[config.mk]
export PLATFORM = sky130hd
export DESIGN_NAME = uart_tx_feeder_flat
export DESIGN_NICKNAME = d
export VERILOG_FILES = /design/src/rtl/uart_tx_feeder_if.sv /design/src/rtl/uart_tx_feeder.sv /design/src/flat_wrapper.sv
export SDC_FILE = /design/constraint.sdc
export NUM_CORES = 1
export LEC_CHECK = 0
export CAP_MARGIN = 30
export CORE_AREA = 4 4 152 81
export DETAILED_ROUTE_END_ITERATION = 10
export DIE_AREA = 0 0 156 85
export RECOVER_POWER = 25
export SYNTH_ARGS = -nofsm -noshare
export SYNTH_HDL_FRONTEND = slang
export SYNTH_SLANG_ARGS = --single-unit
[constraint.sdc]
create_clock -name CLK -period 6.7 [get_ports CLK]
set_clock_uncertainty 0.2 [all_clocks]
set_input_delay 2.01 -clock CLK [delete_from_list [all_inputs] [get_ports CLK]]
set_output_delay 2.01 -clock CLK [all_outputs]
set_load 0.005 [all_outputs]
[src/rtl/uart_tx_feeder_if.sv]
// ---------------------------------------------------------------------------
// uart_tx_feeder_if
//   Bundles the system-side write port and the UART TX launch port of
//   uart_tx_feeder into one interface.
//
//   Build option: UART_TX_FEEDER_OVF_EN adds OVF_CLR / OVERFLOW.
//
//   Signals:
//     WR_DATA, WR_EN         system -> feeder   enqueue a byte
//     FULL, EMPTY, COUNT     feeder -> system   FIFO occupancy
//     TX_P_DATA              feeder -> UART TX  byte held for the whole frame
//     TX_DATA_VALID          feeder -> UART TX  one-cycle launch pulse
//     TX_BUSY                UART TX -> feeder  registered frame-in-progress flag
//     OVF_CLR, OVERFLOW      sticky write-while-full flag (optional)
//
//   Handshake: a write is taken on a rising edge where WR_EN=1 and FULL=0;
//   with FULL=1 the write is dropped. Toward the UART, TX_DATA_VALID is a
//   single-cycle pulse. No further pulse is issued until TX_BUSY has been
//   seen high and then low again.
//
//   Modports: slave = the feeder itself, master = the system/UART side.
// ---------------------------------------------------------------------------
interface uart_tx_feeder_if #(
  parameter int DATA_WIDTH = 8,
  parameter int ADDR_WIDTH = 3
);
  logic [DATA_WIDTH-1:0] WR_DATA;
  logic                  WR_EN;
  logic                  FULL;
  logic                  EMPTY;
  logic [ADDR_WIDTH:0]   COUNT;
  logic [DATA_WIDTH-1:0] TX_P_DATA;
  logic                  TX_DATA_VALID;
  logic                  TX_BUSY;
`ifdef UART_TX_FEEDER_OVF_EN
  logic                  OVF_CLR;
  logic                  OVERFLOW;
`endif

  modport slave (
    input  WR_DATA, WR_EN, TX_BUSY,
`ifdef UART_TX_FEEDER_OVF_EN
    input  OVF_CLR,
    output OVERFLOW,
`endif
    output FULL, EMPTY, COUNT, TX_P_DATA, TX_DATA_VALID
  );

  modport master (
    output WR_DATA, WR_EN, TX_BUSY,
`ifdef UART_TX_FEEDER_OVF_EN
    output OVF_CLR,
    input  OVERFLOW,
`endif
    input  FULL, EMPTY, COUNT, TX_P_DATA, TX_DATA_VALID
  );
endinterface

[src/rtl/uart_tx_feeder.sv]
// ---------------------------------------------------------------------------
// uart_tx_feeder
//   Buffers system bytes in a synchronous FIFO and launches them one at a
//   time into the UART TX. For each byte it pops the FIFO head into
//   TX_P_DATA and gives a one-cycle TX_DATA_VALID pulse. It then waits for
//   TX_BUSY to rise and fall before it pops the next byte.
//
//   Build option: UART_TX_FEEDER_OVF_EN adds a sticky OVERFLOW flag that is
//   set by a write while FULL and cleared by OVF_CLR. If both occur in the
//   same cycle, the set wins.
//
//   Ports:
//     CLK        system clock, rising edge
//     RST        asynchronous, active-low reset
//     bus        uart_tx_feeder_if.slave (write port + UART TX port)
//     dbg_state  current launch FSM state (IDLE=0, LAUNCH=1, WAIT_BUSY=2,
//                WAIT_DONE=3)
// ---------------------------------------------------------------------------
module uart_tx_feeder #(
  parameter int DATA_WIDTH = 8,
  parameter int DEPTH      = 8,
  parameter int ADDR_WIDTH = 3
) (
  input  logic                  CLK,
  input  logic                  RST,
  uart_tx_feeder_if.slave       bus,
  output logic [1:0]            dbg_state
);

  typedef enum logic [1:0] {
    S_IDLE      = 2'd0,
    S_LAUNCH    = 2'd1,
    S_WAIT_BUSY = 2'd2,
    S_WAIT_DONE = 2'd3
  } state_t;

  localparam logic [ADDR_WIDTH:0] PTR_ONE = {{ADDR_WIDTH{1'b0}}, 1'b1};

  logic [DATA_WIDTH-1:0] mem_q [DEPTH];

  logic [ADDR_WIDTH:0]   wr_ptr_q, wr_ptr_d;
  logic [ADDR_WIDTH:0]   rd_ptr_q, rd_ptr_d;
  state_t                state_q, state_d;
  logic [DATA_WIDTH-1:0] tx_p_data_q, tx_p_data_d;
  logic                  tx_valid_q, tx_valid_d;

  logic full;
  logic empty;
  logic wr_accept;
  logic pop;

  // The pointers carry one extra wrap bit. Equal pointers mean empty. When
  // only the wrap bit differs, the FIFO is full.
  assign empty     = (wr_ptr_q == rd_ptr_q);
  assign full      = (wr_ptr_q[ADDR_WIDTH] != rd_ptr_q[ADDR_WIDTH]) &&
                     (wr_ptr_q[ADDR_WIDTH-1:0] == rd_ptr_q[ADDR_WIDTH-1:0]);
  // Acceptance depends only on FULL as it stands at the edge. A pop in the
  // same cycle does not open a slot for this write.
  assign wr_accept = bus.WR_EN && !full;

  always_comb begin
    state_d     = state_q;
    tx_p_data_d = tx_p_data_q;
    tx_valid_d  = 1'b0;
    pop         = 1'b0;

    case (state_q)
      S_IDLE: begin
        if (!empty) begin
          pop         = 1'b1;
          tx_p_data_d = mem_q[rd_ptr_q[ADDR_WIDTH-1:0]];
          state_d     = S_LAUNCH;
        end
      end
      S_LAUNCH: begin
        // The pulse is registered, so it is high for exactly one cycle,
        // two edges after a write into an idle, empty feeder.
        tx_valid_d = 1'b1;
        state_d    = S_WAIT_BUSY;
      end
      S_WAIT_BUSY: begin
        if (bus.TX_BUSY) state_d = S_WAIT_DONE;
      end
      S_WAIT_DONE: begin
        if (!bus.TX_BUSY) state_d = S_IDLE;
      end
      default: begin
        state_d = S_IDLE;
      end
    endcase

    wr_ptr_d = wr_accept ? (wr_ptr_q + PTR_ONE) : wr_ptr_q;
    rd_ptr_d = pop       ? (rd_ptr_q + PTR_ONE) : rd_ptr_q;
  end

  always_ff @(posedge CLK or negedge RST) begin
    if (!RST) begin
      wr_ptr_q    <= '0;
      rd_ptr_q    <= '0;
      state_q     <= S_IDLE;
      tx_p_data_q <= '0;
      tx_valid_q  <= 1'b0;
    end else begin
      wr_ptr_q    <= wr_ptr_d;
      rd_ptr_q    <= rd_ptr_d;
      state_q     <= state_d;
      tx_p_data_q <= tx_p_data_d;
      tx_valid_q  <= tx_valid_d;
    end
  end

  // Storage needs no reset. Emptiness is defined entirely by the pointers.
  always_ff @(posedge CLK) begin
    if (wr_accept) mem_q[wr_ptr_q[ADDR_WIDTH-1:0]] <= bus.WR_DATA;
  end

`ifdef UART_TX_FEEDER_OVF_EN
  logic ovf_q, ovf_d;

  always_comb begin
    ovf_d = ovf_q;
    if (bus.OVF_CLR)          ovf_d = 1'b0;
    if (bus.WR_EN && full)    ovf_d = 1'b1;
  end

  always_ff @(posedge CLK or negedge RST) begin
    if (!RST) ovf_q <= 1'b0;
    else      ovf_q <= ovf_d;
  end

  assign bus.OVERFLOW = ovf_q;
`endif

  assign bus.FULL          = full;
  assign bus.EMPTY         = empty;
  assign bus.COUNT         = wr_ptr_q - rd_ptr_q;
  assign bus.TX_P_DATA     = tx_p_data_q;
  assign bus.TX_DATA_VALID = tx_valid_q;
  assign dbg_state         = state_q;

endmodule

[src/flat_wrapper.sv]
// flat-port wrapper written by rule: the top's interface ports become plain ports
module uart_tx_feeder_flat 
#(
  parameter int DATA_WIDTH = 8,
  parameter int DEPTH      = 8,
  parameter int ADDR_WIDTH = 3
)
  (CLK, RST, dbg_state, bus_WR_DATA, bus_WR_EN, bus_TX_BUSY, bus_FULL, bus_EMPTY, bus_COUNT, bus_TX_P_DATA, bus_TX_DATA_VALID);
  uart_tx_feeder_if #(.DATA_WIDTH(DATA_WIDTH), .ADDR_WIDTH(ADDR_WIDTH)) bus_i ();
  input  logic CLK;
  input  logic RST;
  output logic [1:0] dbg_state;
  input wire logic [$bits(bus_i.WR_DATA)-1:0] bus_WR_DATA;
  input wire logic [$bits(bus_i.WR_EN)-1:0] bus_WR_EN;
  input wire logic [$bits(bus_i.TX_BUSY)-1:0] bus_TX_BUSY;
  output wire logic [$bits(bus_i.FULL)-1:0] bus_FULL;
  output wire logic [$bits(bus_i.EMPTY)-1:0] bus_EMPTY;
  output wire logic [$bits(bus_i.COUNT)-1:0] bus_COUNT;
  output wire logic [$bits(bus_i.TX_P_DATA)-1:0] bus_TX_P_DATA;
  output wire logic [$bits(bus_i.TX_DATA_VALID)-1:0] bus_TX_DATA_VALID;
  assign bus_i.WR_DATA = bus_WR_DATA;
  assign bus_i.WR_EN = bus_WR_EN;
  assign bus_i.TX_BUSY = bus_TX_BUSY;
  assign bus_FULL = bus_i.FULL;
  assign bus_EMPTY = bus_i.EMPTY;
  assign bus_COUNT = bus_i.COUNT;
  assign bus_TX_P_DATA = bus_i.TX_P_DATA;
  assign bus_TX_DATA_VALID = bus_i.TX_DATA_VALID;
  uart_tx_feeder #(.DATA_WIDTH(DATA_WIDTH), .DEPTH(DEPTH), .ADDR_WIDTH(ADDR_WIDTH)) u_core (.CLK(CLK), .RST(RST), .bus(bus_i), .dbg_state(dbg_state));
endmodule
==> implementation parameters <==
Parameter                              Value

Status
  Run status ... complete, no violations

Die
  Die X-Extent ... roughly 160 um
  Num ports ... 29
  Chip height ... about 85 um
  Core Area ... about 11000 um2
  Number of placement rows ... 27
  Initial core utilization ... a little under a third
  Total Die Area ... between 10000 and 15000 um2

Timing
  Period Utilization, post-route ... 66.0%
  Time the worst path needs with I/O delays and setup ... 4420 ps
  Final worst setup slack ... 2280 ps
  Endpoints failing hold ... 0
  Headroom to the max-slew limit ... approximately 38%
  Summed negative setup slack over all endpoints ... 0 ps
  Slew @ Worst Pin ... 931 ps
  Setup repair after global routing missed its margin ... false
  Achievable Freq ... 226 MHz
  Max Slew Vio Count ... 0
  Total of endpoints with negative setup slack in the final report ... 0

Layout
  Sequential standard cell area ... 2400 um2
  Cell area after layout ... 4200 um2
  # fillers ... 999
  Multi-input gate area in the final layout ... between 900 and 1000 um2
  Fraction of final layout cells with drive strength greater than 1 ... 14.1%
  Antenna cells ... 0
  Net count reported at finish ... 280
  Area growth, synth to finish ... 21.9%
  Finished Core Util ... a little under 40%

Detailed routing
  Via/cell ratio ... around 4.7
  Number of violations reported at the end of detailed-routing iteration 0 ... 126
  Total routed wirelength ... 6630 um
  Number of nets still failing antenna checks after routing ... 0
  Number of remaining DRC errors ... 0
  Count of TritonRoute iterations in the first routing pass ... 6
  Post-detailed-route wirelength per cell ... roughly 16 um
  Total via count after detailed routing ... 1899

Setup path
  Arrival time at the worst endpoint ... around 2200 ps
  Crit path required time ... between 4000 and 5000 ps
  Largest stage delay, worst path ... 530 ps
  Number of buffer and inverter instances along the worst setup path ... 2
  Worst Setup SP ... u_core.rd_ptr_q[1]
  Family with the most delay on the worst path ... buffers and inverters
  Launching element type of the critical path ... register
  Kind of end point of the critical path ... primary output
  Crit path cell chain ... inv_1 -> ha_1 -> a21o_1 -> a21oi_1 -> xnor2_1 -> clkdlybuf4s50_1
  Start of the worst register-to-register path ... u_core.wr_ptr_q[2]
  Crit Path Category ... register to primary output
  Standard cell with the maximum stage delay on the critical path ... sky130_fd_sc_hd__clkdlybuf4s50_1
  Max FO, Critical Path ... 7

Job
  Max-cap violation count ... 0

Synth
  Fraction of the yosys area taken by sequential cells ... between 60% and 70%
  Mean instance size in the synthesized netlist ... 15.5 um2
  Most used DFF post-synth ... sky130_fd_sc_hd__edfxtp_1
  Top post-synthesis cells by area ... sky130_fd_sc_hd__edfxtp_1 (56%), sky130_fd_sc_hd__dfrtp_1 (14%), sky130_fd_sc_hd__mux2_2 (4.9%), sky130_fd_sc_hd__mux2i_1 (4.6%), sky130_fd_sc_hd__ha_1 (3.3%)
  Proportion of netlist area held by the largest area contributor ... 55.8%
  Top cell type by total area after synthesis ... sky130_fd_sc_hd__edfxtp_1
  Most common cell in the synthesized netlist ... sky130_fd_sc_hd__edfxtp_1
  List of most frequent post-synthesis cells ... sky130_fd_sc_hd__edfxtp_1 (64), sky130_fd_sc_hd__dfrtp_1 (19), sky130_fd_sc_hd__nand2_1 (18)
  Number of flops mapped to enable cells by yosys ... 64
  Number of synthesized register bits ... 83
  Net count of the mapped netlist ... 244
  Ys Warns ... 0
  Synth Instances ... 222
  Mapped cell area ... 3440 um2
  Share of async-settable or async-resettable flops after synthesis ... 22.9%
  Number of distinct standard cells referenced by the synthesized netlist ... 29

Placement
  Placed standard-cell area ... 3910 um2
  Minimum setup slack after placement ... 2570 ps
  Final weighted congestion of routability-driven global placement ... 0.747
  Sum of net half-perimeters after detailed placement ... 4340 um
  PortBufs ... 28

CTS
  TritonCTS clock tree ... built
  Total clock sinks ... between 80 and 90
  Post CTS Setup Buffer Count ... 0
  Number of buffers inserted for hold repair after clock tree synthesis ... 0
  Htree depth ... 3
  CTS buffer count ... 9
  CTS resizes ... 0
  Post-CTS clock slew at the launch and capture registers of the worst setup and hold paths ... 60 ps
  Root Buffer Master ... sky130_fd_sc_hd__clkbuf_16
  Clock insertion delay at the later pin of the skew report ... ~330 ps
  Buffer levels on the longest clock path ... 2

Pwr
  Static Leak ... 1.53 nW
  Power Density ... approximately 470 nW/um2
  Final Power ... 0.00198 W
  Largest vdd supply drop ... roughly 0.14 mV

GRT
  Wire length of the first global-routing pass ... 10700 um
  Antenna violations before repair ... 0
  Aggregate global routing overflow ... 0
  Vias in the first global route ... 1990
  Combined global-route utilization of all metal layers ... 10.8%
  Largest net degree at the start of global routing ... 36

Min path
  Startpoint of the most critical hold path ... u_core.bus.TX_P_DATA[5]
  Hold crit path type ... register to register
## kinds of logic after synthesis
logic type	share of synthesized area [%]
flip-flops	69.6
AND/OR/NAND/NOR	4.61
multiplexers	10.5
AO/OA/AOI/OAI	6.54
buffers and inverters	2.32
XOR/XNOR	2.54
adder cells (fa/ha/maj)	3.85
## flip-flops by register name (all words and copies together), names as in the netlist
register / flops
u_core.mem_q: 64
u_core.bus.TX_P_DATA: 8
u_core.dbg_state: 2
u_core.rd_ptr_q: 4
u_core.wr_ptr_q: 4
u_core.bus.TX_DATA_VALID: 1
## per-layer routing
| layer | wire (um) | global-route usage [%] | vias to the layer above |
|---|---|---|---|
| li1 | - | - | 909 |
| met1 | 3000 | 13.3 | 950 |
| met2 | 3260 | 17.9 | 36 |
| met3 | 325 | 3.72 | 4 |
| met4 | 37 | 3.34 | 0 |
| met5 | 0 | 0 | - |
## tightest hold or removal path, cell delays in order, from the launching register on
cell,delay (ps)
sky130_fd_sc_hd__dfrtp_1,340
sky130_fd_sc_hd__nand2_1,50
sky130_fd_sc_hd__o21ai_0,60
## path summary, 6_finish.rpt
| check | endpoint | slack, ps | cells after the start |
|---|---|---|---|
| setup / recovery | bus_COUNT[3] | 2280 | 6 |
| hold / removal | u_core.bus.TX_P_DATA[5] | 280 | 2 |
| setup reg to reg | u_core.rd_ptr_q[1] | 3990 | 5 |
| hold reg to reg | u_core.bus.TX_P_DATA[5] | 280 | 2 |
| max in group asynchronous | u_core.dbg_state[1] | 3440 | 2 |
| min in group asynchronous | u_core.bus.TX_P_DATA[1] | 1820 | 1 |
## layout by cell type, fill, tap and decap left out, drive strengths merged, types with 2 or more instances in the layout
master / instances
a22oi: 8
buf: 3
clkbuf: 13
clkdlybuf4s50: 25
dfrtp: 19
dlygate4sd3: 3
edfxtp: 64
ha: 9
inv: 11
mux2: 18
mux2i: 16
nand2: 18
nand3: 2
nor2: 8
nor2b: 2
nor3: 4
o21ai: 10
o221ai: 8
xnor2: 7
xor2: 3
## report_power, final
part	switching [W]	internal (W)	total, W
Combinational	0.000380	0.000367	0.000747
Clock	0.000191	0.000291	0.000482
Sequential	0.0000743	0.000681	0.000755
## per-stage QoR
step	hold slack, ps	instances
4_1_cts	292	407
3_3_place_gp	273	391
6_report	282	408
3_5_place_dp	279	391
2_1_floorplan	279	222
5_1_grt	328	408
## layout make-up
| class | count | share of cell area (%) |
|---|---|---|
| Clock buffer | 11 | 5.54 |
| Sequential cell | 83 | 57.1 |
| Timing Repair Buffer | 33 | 7.39 |
| Clock inverter | 5 | 1.43 |
| Multi-Input combinational cell | 122 | 23.4 |
| Tap cell | 145 | 4.32 |
| Inverter | 9 | 0.805 |
No activity file was read; power rests on OpenSTA's default activity.
